<file path="config.mk">
export PLATFORM = sky130hd
export DESIGN_NAME = fetch_pc_stage
export DESIGN_NICKNAME = d
export VERILOG_FILES = /design/src/rtl/fetch_pc_stage.sv
export SDC_FILE = /design/constraint.sdc
export NUM_CORES = 1
export LEC_CHECK = 0
export CAP_MARGIN = 15
export CORE_ASPECT_RATIO = 1.25
export CORE_MARGIN = 8
export CORE_UTILIZATION = 44
export DETAILED_ROUTE_END_ITERATION = 10
export PLACE_DENSITY = 0.79
export SLEW_MARGIN = 20
export SYNTH_ARGS = -nofsm -noshare
export SYNTH_HDL_FRONTEND = slang
export SYNTH_SLANG_ARGS = --single-unit
</file>
<file path="constraint.sdc">
create_clock -name clk -period 12.76 [get_ports clk]
set_input_delay 2.552 -clock clk [delete_from_list [all_inputs] [get_ports clk]]
set_output_delay 2.552 -clock clk [all_outputs]
set_load 0.03 [all_outputs]
</file>
<file path="src/rtl/fetch_pc_stage.sv">
// Instruction-fetch front end: PC register, PC+4 and branch-target adders, next-PC select, IF/ID register.
// Optional: define FETCH_REDIRECT_COUNT_EN to build the saturating taken-redirect counter.

module fetch_pc_adder #(
    parameter int W = 64
) (
    input  logic [W-1:0] a,
    input  logic [W-1:0] b,
    output logic [W-1:0] sum
);
    // Ripple-carry chain; the final carry out is dropped so sums wrap modulo 2^W.
    logic [W-1:0] carry;

    assign carry[0] = 1'b0;

    for (genvar i = 0; i < W; i++) begin : g_bit
        assign sum[i] = a[i] ^ b[i] ^ carry[i];
        if (i < W - 1) begin : g_carry
            assign carry[i+1] = (a[i] & b[i]) | (carry[i] & (a[i] ^ b[i]));
        end
    end
endmodule

module fetch_pc_stage #(
    parameter int              BITS        = 64,
    parameter logic [BITS-1:0] RESET_PC    = '0,
    parameter int              INSTR_BYTES = 4
) (
    input  logic            clk,
    input  logic            reset_n,
    input  logic            stall,
    input  logic            flush,
    input  logic            br_taken,
    input  logic [BITS-1:0] br_pc,
    input  logic [BITS-1:0] br_imm,
    input  logic            reg_br,
    input  logic [BITS-1:0] reg_target,
    output logic [BITS-1:0] pc_out,
    output logic [BITS-1:0] if_id_pc,
    output logic [BITS-1:0] if_id_pc4,
    output logic            if_id_valid,
    output logic            misalign_err,
    output logic [31:0]     redirect_count
);
    localparam logic [BITS-1:0] INCR = BITS'(INSTR_BYTES);

    logic [BITS-1:0] pc_q, pc_d;
    logic [BITS-1:0] if_id_pc_q, if_id_pc_d;
    logic [BITS-1:0] if_id_pc4_q, if_id_pc4_d;
    logic            if_id_valid_q, if_id_valid_d;
    logic            misalign_q, misalign_d;

    logic [BITS-1:0] seq;
    logic [BITS-1:0] tgt;
    logic [BITS-1:0] imm_shifted;
    logic            redirect;
    logic [1:0]      unused_imm_hi;

    // Word offset becomes a byte offset by wiring; the top two imm bits fall off.
    assign imm_shifted   = {br_imm[BITS-3:0], 2'b00};
    assign unused_imm_hi = br_imm[BITS-1:BITS-2];
    assign redirect      = reg_br | br_taken;

    fetch_pc_adder #(.W(BITS)) u_seq_adder (
        .a   (pc_q),
        .b   (INCR),
        .sum (seq)
    );

    fetch_pc_adder #(.W(BITS)) u_tgt_adder (
        .a   (br_pc),
        .b   (imm_shifted),
        .sum (tgt)
    );

    // Redirects beat stall: the stalled instruction is on the wrong path anyway.
    always_comb begin
        pc_d       = seq;
        misalign_d = misalign_q;
        if (reg_br) begin
            pc_d       = {reg_target[BITS-1:2], 2'b00};
            misalign_d = misalign_q | (|reg_target[1:0]);
        end else if (br_taken) begin
            pc_d = tgt;
        end else if (stall) begin
            pc_d = pc_q;
        end
    end

    always_comb begin
        if_id_pc_d    = pc_q;
        if_id_pc4_d   = seq;
        if_id_valid_d = 1'b1;
        if (flush || redirect) begin
            if_id_valid_d = 1'b0;
        end else if (stall) begin
            if_id_pc_d    = if_id_pc_q;
            if_id_pc4_d   = if_id_pc4_q;
            if_id_valid_d = if_id_valid_q;
        end
    end

    always_ff @(posedge clk or negedge reset_n) begin
        if (!reset_n) begin
            pc_q          <= RESET_PC;
            if_id_pc_q    <= '0;
            if_id_pc4_q   <= '0;
            if_id_valid_q <= 1'b0;
            misalign_q    <= 1'b0;
        end else begin
            pc_q          <= pc_d;
            if_id_pc_q    <= if_id_pc_d;
            if_id_pc4_q   <= if_id_pc4_d;
            if_id_valid_q <= if_id_valid_d;
            misalign_q    <= misalign_d;
        end
    end

`ifdef FETCH_REDIRECT_COUNT_EN
    logic [31:0] redirect_cnt_q, redirect_cnt_d;

    always_comb begin
        redirect_cnt_d = redirect_cnt_q;
        if (redirect && (redirect_cnt_q != 32'hFFFF_FFFF)) begin
            redirect_cnt_d = redirect_cnt_q + 32'd1;
        end
    end

    always_ff @(posedge clk or negedge reset_n) begin
        if (!reset_n) begin
            redirect_cnt_q <= 32'd0;
        end else begin
            redirect_cnt_q <= redirect_cnt_d;
        end
    end

    assign redirect_count = redirect_cnt_q;
`else
    assign redirect_count = 32'd0;
`endif

    assign pc_out       = pc_q;
    assign if_id_pc     = if_id_pc_q;
    assign if_id_pc4    = if_id_pc4_q;
    assign if_id_valid  = if_id_valid_q;
    assign misalign_err = misalign_q;
endmodule

</file>
======== Word level (Yosys, flattened, before mapping) ========
Cells that the tools add are included.
storage, ports and cells
  word-level logic and storage cells ...... 448
  RAM bits ................................ 0
  memories kept ........................... 0
  bits of input ports ..................... 198
  register bits after elaboration ......... 194
  memory bits (read-only) ................. 0
  latch bits .............................. 0
  output and inout bits ................... 226
operators by class
  reduce and logical (&&, ||, !) cells .... 3
  shifts and indexed selects .............. 0
  bitwise logic cells ..................... 428
  add/subtract/negate cells ............... 0
  multiplexer cells ....................... 9
  multiply operators ...................... 0
  equality and inequality tests ........... 2
  $lt $le $gt $ge ......................... 0
  divide/modulo/power cells ............... 0
operators with widths
  cell                                            number
  two-way mux 64 bit                              7
  bitwise XOR 1 bit                               184
  AND 1 bit                                       181
  OR 1 bit                                        62
  != test 3 x 1 -> 1 bit (second input constant)  1
  two-way mux 1 bit                               2
  != test 2 x 1 -> 1 bit (second input constant)  1
  nonzero test 2 bit                              1
  OR reduction 2 bit                              1
  logical OR 1 bit                                1
  inverter 1 bit                                  1

======== Depth between registers and ports, before layout ========
  word-level depth ........................ 124
  gate-level depth with buffers ........... 66

======== By module ========
A second synthesis with hierarchy kept.
second synthesis, totals
  cell total of the unflattened synthesis .. 809
  area total of the unflattened synthesis .. 11,096.9 um^2
by module, submodules not included
  module          instances  cells an instance  area each (um^2)
  fetch_pc_stage  1          671                8,504.4
  fetch_pc_adder  2          69                 1,296.2

======== Worst setup path before layout ========
No wires, ideal clock.
  path kind ............................... in2reg
  start ................................... in br_pc[2]
  end ..................................... reg pc_q[63], in the netlist pc_out[63]
  cell stages on the path ................. 66
  arrival ................................. 25.846 ns
  path buffers ............................ 0
  setup time .............................. 0.078 ns
  slack ................................... -13.163 ns
  data required time ...................... 12.682 ns
  path through ............................ ha_1 > fa_1 > fa_1 > fa_1 > fa_1 > fa_1 > fa_1 > fa_1 > fa_1 > fa_1 > fa_1 > fa_1 > fa_1 > fa_1 > fa_1 > fa_1 > fa_1 > fa_1 > (+30 left out) > fa_1 > fa_1 > fa_1 > fa_1 > fa_1 > fa_1 > fa_1 > fa_1 > fa_1 > fa_1 > inv_1 > fa_1 > inv_1 > fa_1 > fa_1 > xor3_1 > nand2_1 > a21oi_1
between the ends
  longest elaborated chain between the ends .. 124
ends and longest elaborated chain
  what                     line  text
  from (decl)              34    input logic [BITS-1:0] br_pc,
  AND 1 bit (2 in series)  19    assign carry[i+1] = (a[i] & b[i]) | (carry[i] & (a[i] ^ b[i]));
  OR 1 bit                 19
  AND 1 bit                19
  OR 1 bit                 19
  AND 1 bit                19
  OR 1 bit                 19
  AND 1 bit                19
  OR 1 bit                 19
  (+107 left out)          -
  OR 1 bit                 19
  AND 1 bit                19
  OR 1 bit                 19
  AND 1 bit                19
  OR 1 bit                 19
  bitwise XOR 1 bit        17    assign sum[i] = a[i] ^ b[i] ^ carry[i];
  two-way mux 64 bit       83    end else if (br_taken) begin
  two-way mux 64 bit       80    if (reg_br) begin
  to (signal assigned)     111   pc_q <= pc_d;
  to (decl)                47    logic [BITS-1:0] pc_q, pc_d;
No other way between the ends.
A chain may end at the register's enable or synchronous reset.

======== Final worst setup path ========
  start ................................... in br_imm[0]
  end ..................................... reg pc_q[62], in the netlist pc_out[62]
between the ends
  longest elaborated chain between the ends .. 122
ends and longest elaborated chain
  what                     line  text
  from (decl)              35    input logic [BITS-1:0] br_imm,
  AND 1 bit (2 in series)  19
  OR 1 bit                 19
  AND 1 bit                19
  OR 1 bit                 19
  AND 1 bit                19
  OR 1 bit                 19
  AND 1 bit                19
  OR 1 bit                 19
  (+105 left out)          -
  OR 1 bit                 19
  AND 1 bit                19
  OR 1 bit                 19
  AND 1 bit                19
  OR 1 bit                 19
  bitwise XOR 1 bit        17
  two-way mux 64 bit       83
  two-way mux 64 bit       80
No other way between the ends.

==> flow_summary.json <==
{
  "tightestPinTransition_ps": 1110,
  "power.total_uw": 1940,
  "place_hpwl_mm": 24.9,
  "worst-endpoint-arrival_ps": 24150,
  "largest_net_degree_at_the_start_of_global_routing": 104,
  "finalCriticalPeriod_ps": 23790,
  "globalRouteTotalUtil_pct": 23.7,
  "netlist_area_sq_mm": 0.0103,
  "setup.worst_path.start_class": "primary input",
  "synth_area_leader_cell": "dfrtp_1",
  "holdCritPathClass": "flip-flop to flip-flop",
  "detail_route.wl_per_cell_um": 23.0,
  "ys_types": 32,
  "cts_post_setup_buffers_inserted": 0,
  "grt_antenna_before_repair": 2,
  "place.gp.congestion": 0.850,
  "synth_edf_count": 0,
  "drt_drc_violations_left": 0,
  "fp.coreArea_sq_mm": 0.0230,
  "capturing_element_type_of_the_critical_path": "flip-flop",
  "postRouteWirelength_mm": 33.6,
  "flip_flop_and_latch_count_after_synthesis": 192,
  "mapped_cells": 799,
  "ctsRootBufferMaster": "clkbuf_16",
  "cts_made_buffers": 17,
  "startpoint": "br_imm[0]",
  "post_synth.cell_area_avg_sq_um": 12.9,
  "dieArea_sq_mm": 0.0287,
  "slew_headroom_pct": 25.9,
  "critical-path-max-stage-delay_ps": 520,
  "synthTopCellsByArea": "dfrtp_1, fa_1, mux2_2",
  "finalSetupViolations": 33,
  "reg2reg_capture_point": "pc_out[62]$_DFFE_PN0P_",
  "final_period_util_pct": 186,
  "timing_worst_setup_path_type": "primary input to flip-flop",
  "multi_input_comb_area_sq_mm": 0.00520,
  "fin_worst_hold_slack_ps": 477,
  "timing.clock.skew_ps": 14.4,
  "critPathSlowestCell": "fa_2",
  "drt_first_iter_violations": 297,
  "total_nets_final": 1474,
  "synth_largest_type_area_fraction_pct": 46.4,
  "failed_checks": "setup timing",
  "post_dr_vias_cell": 5.43,
  "top_level_ports": 424,
  "achievable-frequency_mhz": 42.0,
  "power_leakage_uw": 0.00584,
  "power-per-cell-area_mw_per_mm2": 130,
  "worst-endpoint-required_ps": 13110,
  "setup_slack_ps": -11030,
  "postLayoutCellArea_sq_mm": 0.0149,
  "globalRouteOverflowTotal": 0,
  "detail_route.first_pass.iterations": 5,
  "later_pin_clock_latency_in_the_skew_report_ps": 440,
  "initial_core_util_pct": 44.9,
  "status": "finished with violations",
  "synth_top_cells_by_count": "dfrtp_1, mux2_2, a21oi_1, ha_1, o22ai_1",
  "ffs_w_async_s_r_synth_pct": 100,
  "final_max_slew_viol_count": 0,
  "tritoncts": "done",
  "timing.critical_path.fanout_max": 1,
  "yosysWarnings": 0,
  "reg2reg_from": "pc_out[2]$_DFFE_PN0P_",
  "worst_path_most_repeated_cell": "fa_2",
  "share_of_the_yosys_chip_area_belonging_to_registers_pct": 46.4,
  "most_frequently_used_flop_master_after_synthesis": "dfrtp_1",
  "die_h_um": 187,
  "unrepaired_setup_endpoints_after_global_routing": "true",
  "clock_sinks": 192,
  "cts.clk_slew.worst_paths_ps": 80,
  "clock_path_buffers": 2,
  "finalHoldViolCount": 0,
  "timing.reg2reg.setup_slack_ps": 350,
  "synthMostInstantiatedCell": "dfrtp_1",
  "critical_path.endpoint": "pc_out[62]$_DFFE_PN0P_",
  "syn2layout_area_growth_pct": 44.1,
  "io_buffer_count": 389,
  "power.ir.vdd_worst_uv": 91.0,
  "dpl_cell_area_sq_mm": 0.0143,
  "layout-drive-gt1-share_pct": 18.2,
  "first_pass_grt_wire_length_mm": 52.3,
  "drv_cap": 0,
  "n_fill_cell": 1771,
  "ff_latch_area_sq_mm": 0.00481,
  "post_detailed_route_count_of_antenna_violating_nets": 0,
  "via_count_of_the_first_global_routing_pass": 8914,
  "placement_rows": 62,
  "reg2reg_depth": 63,
  "ctsHtreeMaxLevel": 4,
  "die-width_um": 153,
  "vias": 7921
}
==> repair_timing <==
item                                    in CTS  in global routing
hold buffers                                 0                  0
pin swaps                                    3                  4
cloned                                       0                  0
endpoints found under the setup margin      34                 35
gates resized for setup                     18                  7
==> registers in the layout, indices dropped and copies added, names as in the netlist <==
name / flops
if_id_pc: 64
if_id_pc4: 62
if_id_valid: 1
misalign_err: 1
pc_out: 64
==> layout by cell type (no fill, tap or decap), types with 8 or more instances in the layout <==
cell / count
o21ai_1: 29
mux2_1: 28
clkbuf_16: 17
fa_2: 60
conb_1: 32
dfrtp_1: 191
o21ai_0: 30
buf_4: 8
a21oi_1: 59
o22ai_1: 61
or3_1: 59
clkdlybuf4s50_1: 382
mux2_2: 97
ha_1: 58
==> power breakdown <==
part           internal (uW)  switching [uW]  total [uW]  leakage (uW)
registers                692            62.3         754       0.00215
clock network            271             238         509      0.000255
logic                    304             371         675       0.00343
==> worst min path at each step <==
| stage | startpoint | to | slack (ps) | cells after the start |
|---|---|---|---|---|
| 2_1_floorplan | pc_out[0]$_DFFE_PN0P_ | if_id_pc[0]$_DFFE_PN0P_ | 500 | 1 |
| 3_3_place_gp | misalign_err$_DFFE_PN0P_ | misalign_err$_DFFE_PN0P_ | 450 | 1 |
| 3_5_place_dp | misalign_err$_DFFE_PN0P_ | misalign_err$_DFFE_PN0P_ | 450 | 1 |
| 4_1_cts | misalign_err$_DFFE_PN0P_ | misalign_err$_DFFE_PN0P_ | 480 | 1 |
| 5_1_grt | if_id_pc[62]$_DFFE_PN0P_ | if_id_pc[62]$_DFFE_PN0P_ | 510 | 1 |
| 6_report | misalign_err$_DFFE_PN0P_ | misalign_err$_DFFE_PN0P_ | 480 | 1 |
==> per-stage QoR <==
| step | cells | setup TNS (ps) | setup slack, ps | utilization (%) |
|---|---|---|---|---|
| 5_1_grt | 1458 | -204030 | -11510 | 64.7 |
| 3_5_place_dp | 1424 | -222410 | -12060 | 62.2 |
| 2_1_floorplan | 830 | -184910 | -10850 | - |
| 4_1_cts | 1456 | -192750 | -11040 | 64.6 |
| 6_report | 1458 | -192660 | -11030 | 64.7 |
| 3_3_place_gp | 1424 | -218100 | -11970 | 62.2 |
==> per-layer routing <==
metal,part of all wire (%),vias up,global-route usage (%),wire (um)
met5,0,-,0,0
met4,3.9,0,10.9,1300
met3,7.4,66,6.93,2470
met2,53,353,41.0,17700
met1,36,3963,26.3,12100
li1,-,3539,-,-
==> cell families (layout without fill, tap and decap cells) <==
logic type	Yosys count	after routing	synth area share, %
flip-flops	192	192	46.4
AO/OA/AOI/OAI	188	188	9.97
other	1	34	0.0363
multiplexers	127	127	13.8
buffers and inverters	98	436	6.21
adder cells (fa/ha/maj)	121	121	19.0
AND/OR/NAND/NOR	69	69	4.15
XOR/XNOR	3	3	0.399
==> critical path, delay by kind of cell <==
| kind | cells | cell delay [ps] |
|---|---|---|
| adders and majority gates | 61 | 21160 |
| AOI/OAI and AO/OA | 2 | 200 |
| buffers and inverters | 3 | 200 |
==> area by class of cell <==
| class | count | area share [%] |
|---|---|---|
| antenna | 2 | 0.0336 |
| clock buffer | 21 | 2.96 |
| clock inverter | 11 | 0.731 |
| inverter | 7 | 0.202 |
| multi-input combinational | 540 | 34.9 |
| sequential | 192 | 32.3 |
| tap | 288 | 2.42 |
| timing repair buffer | 397 | 26.5 |
Note: power is estimated with default switching activity, not from simulation.
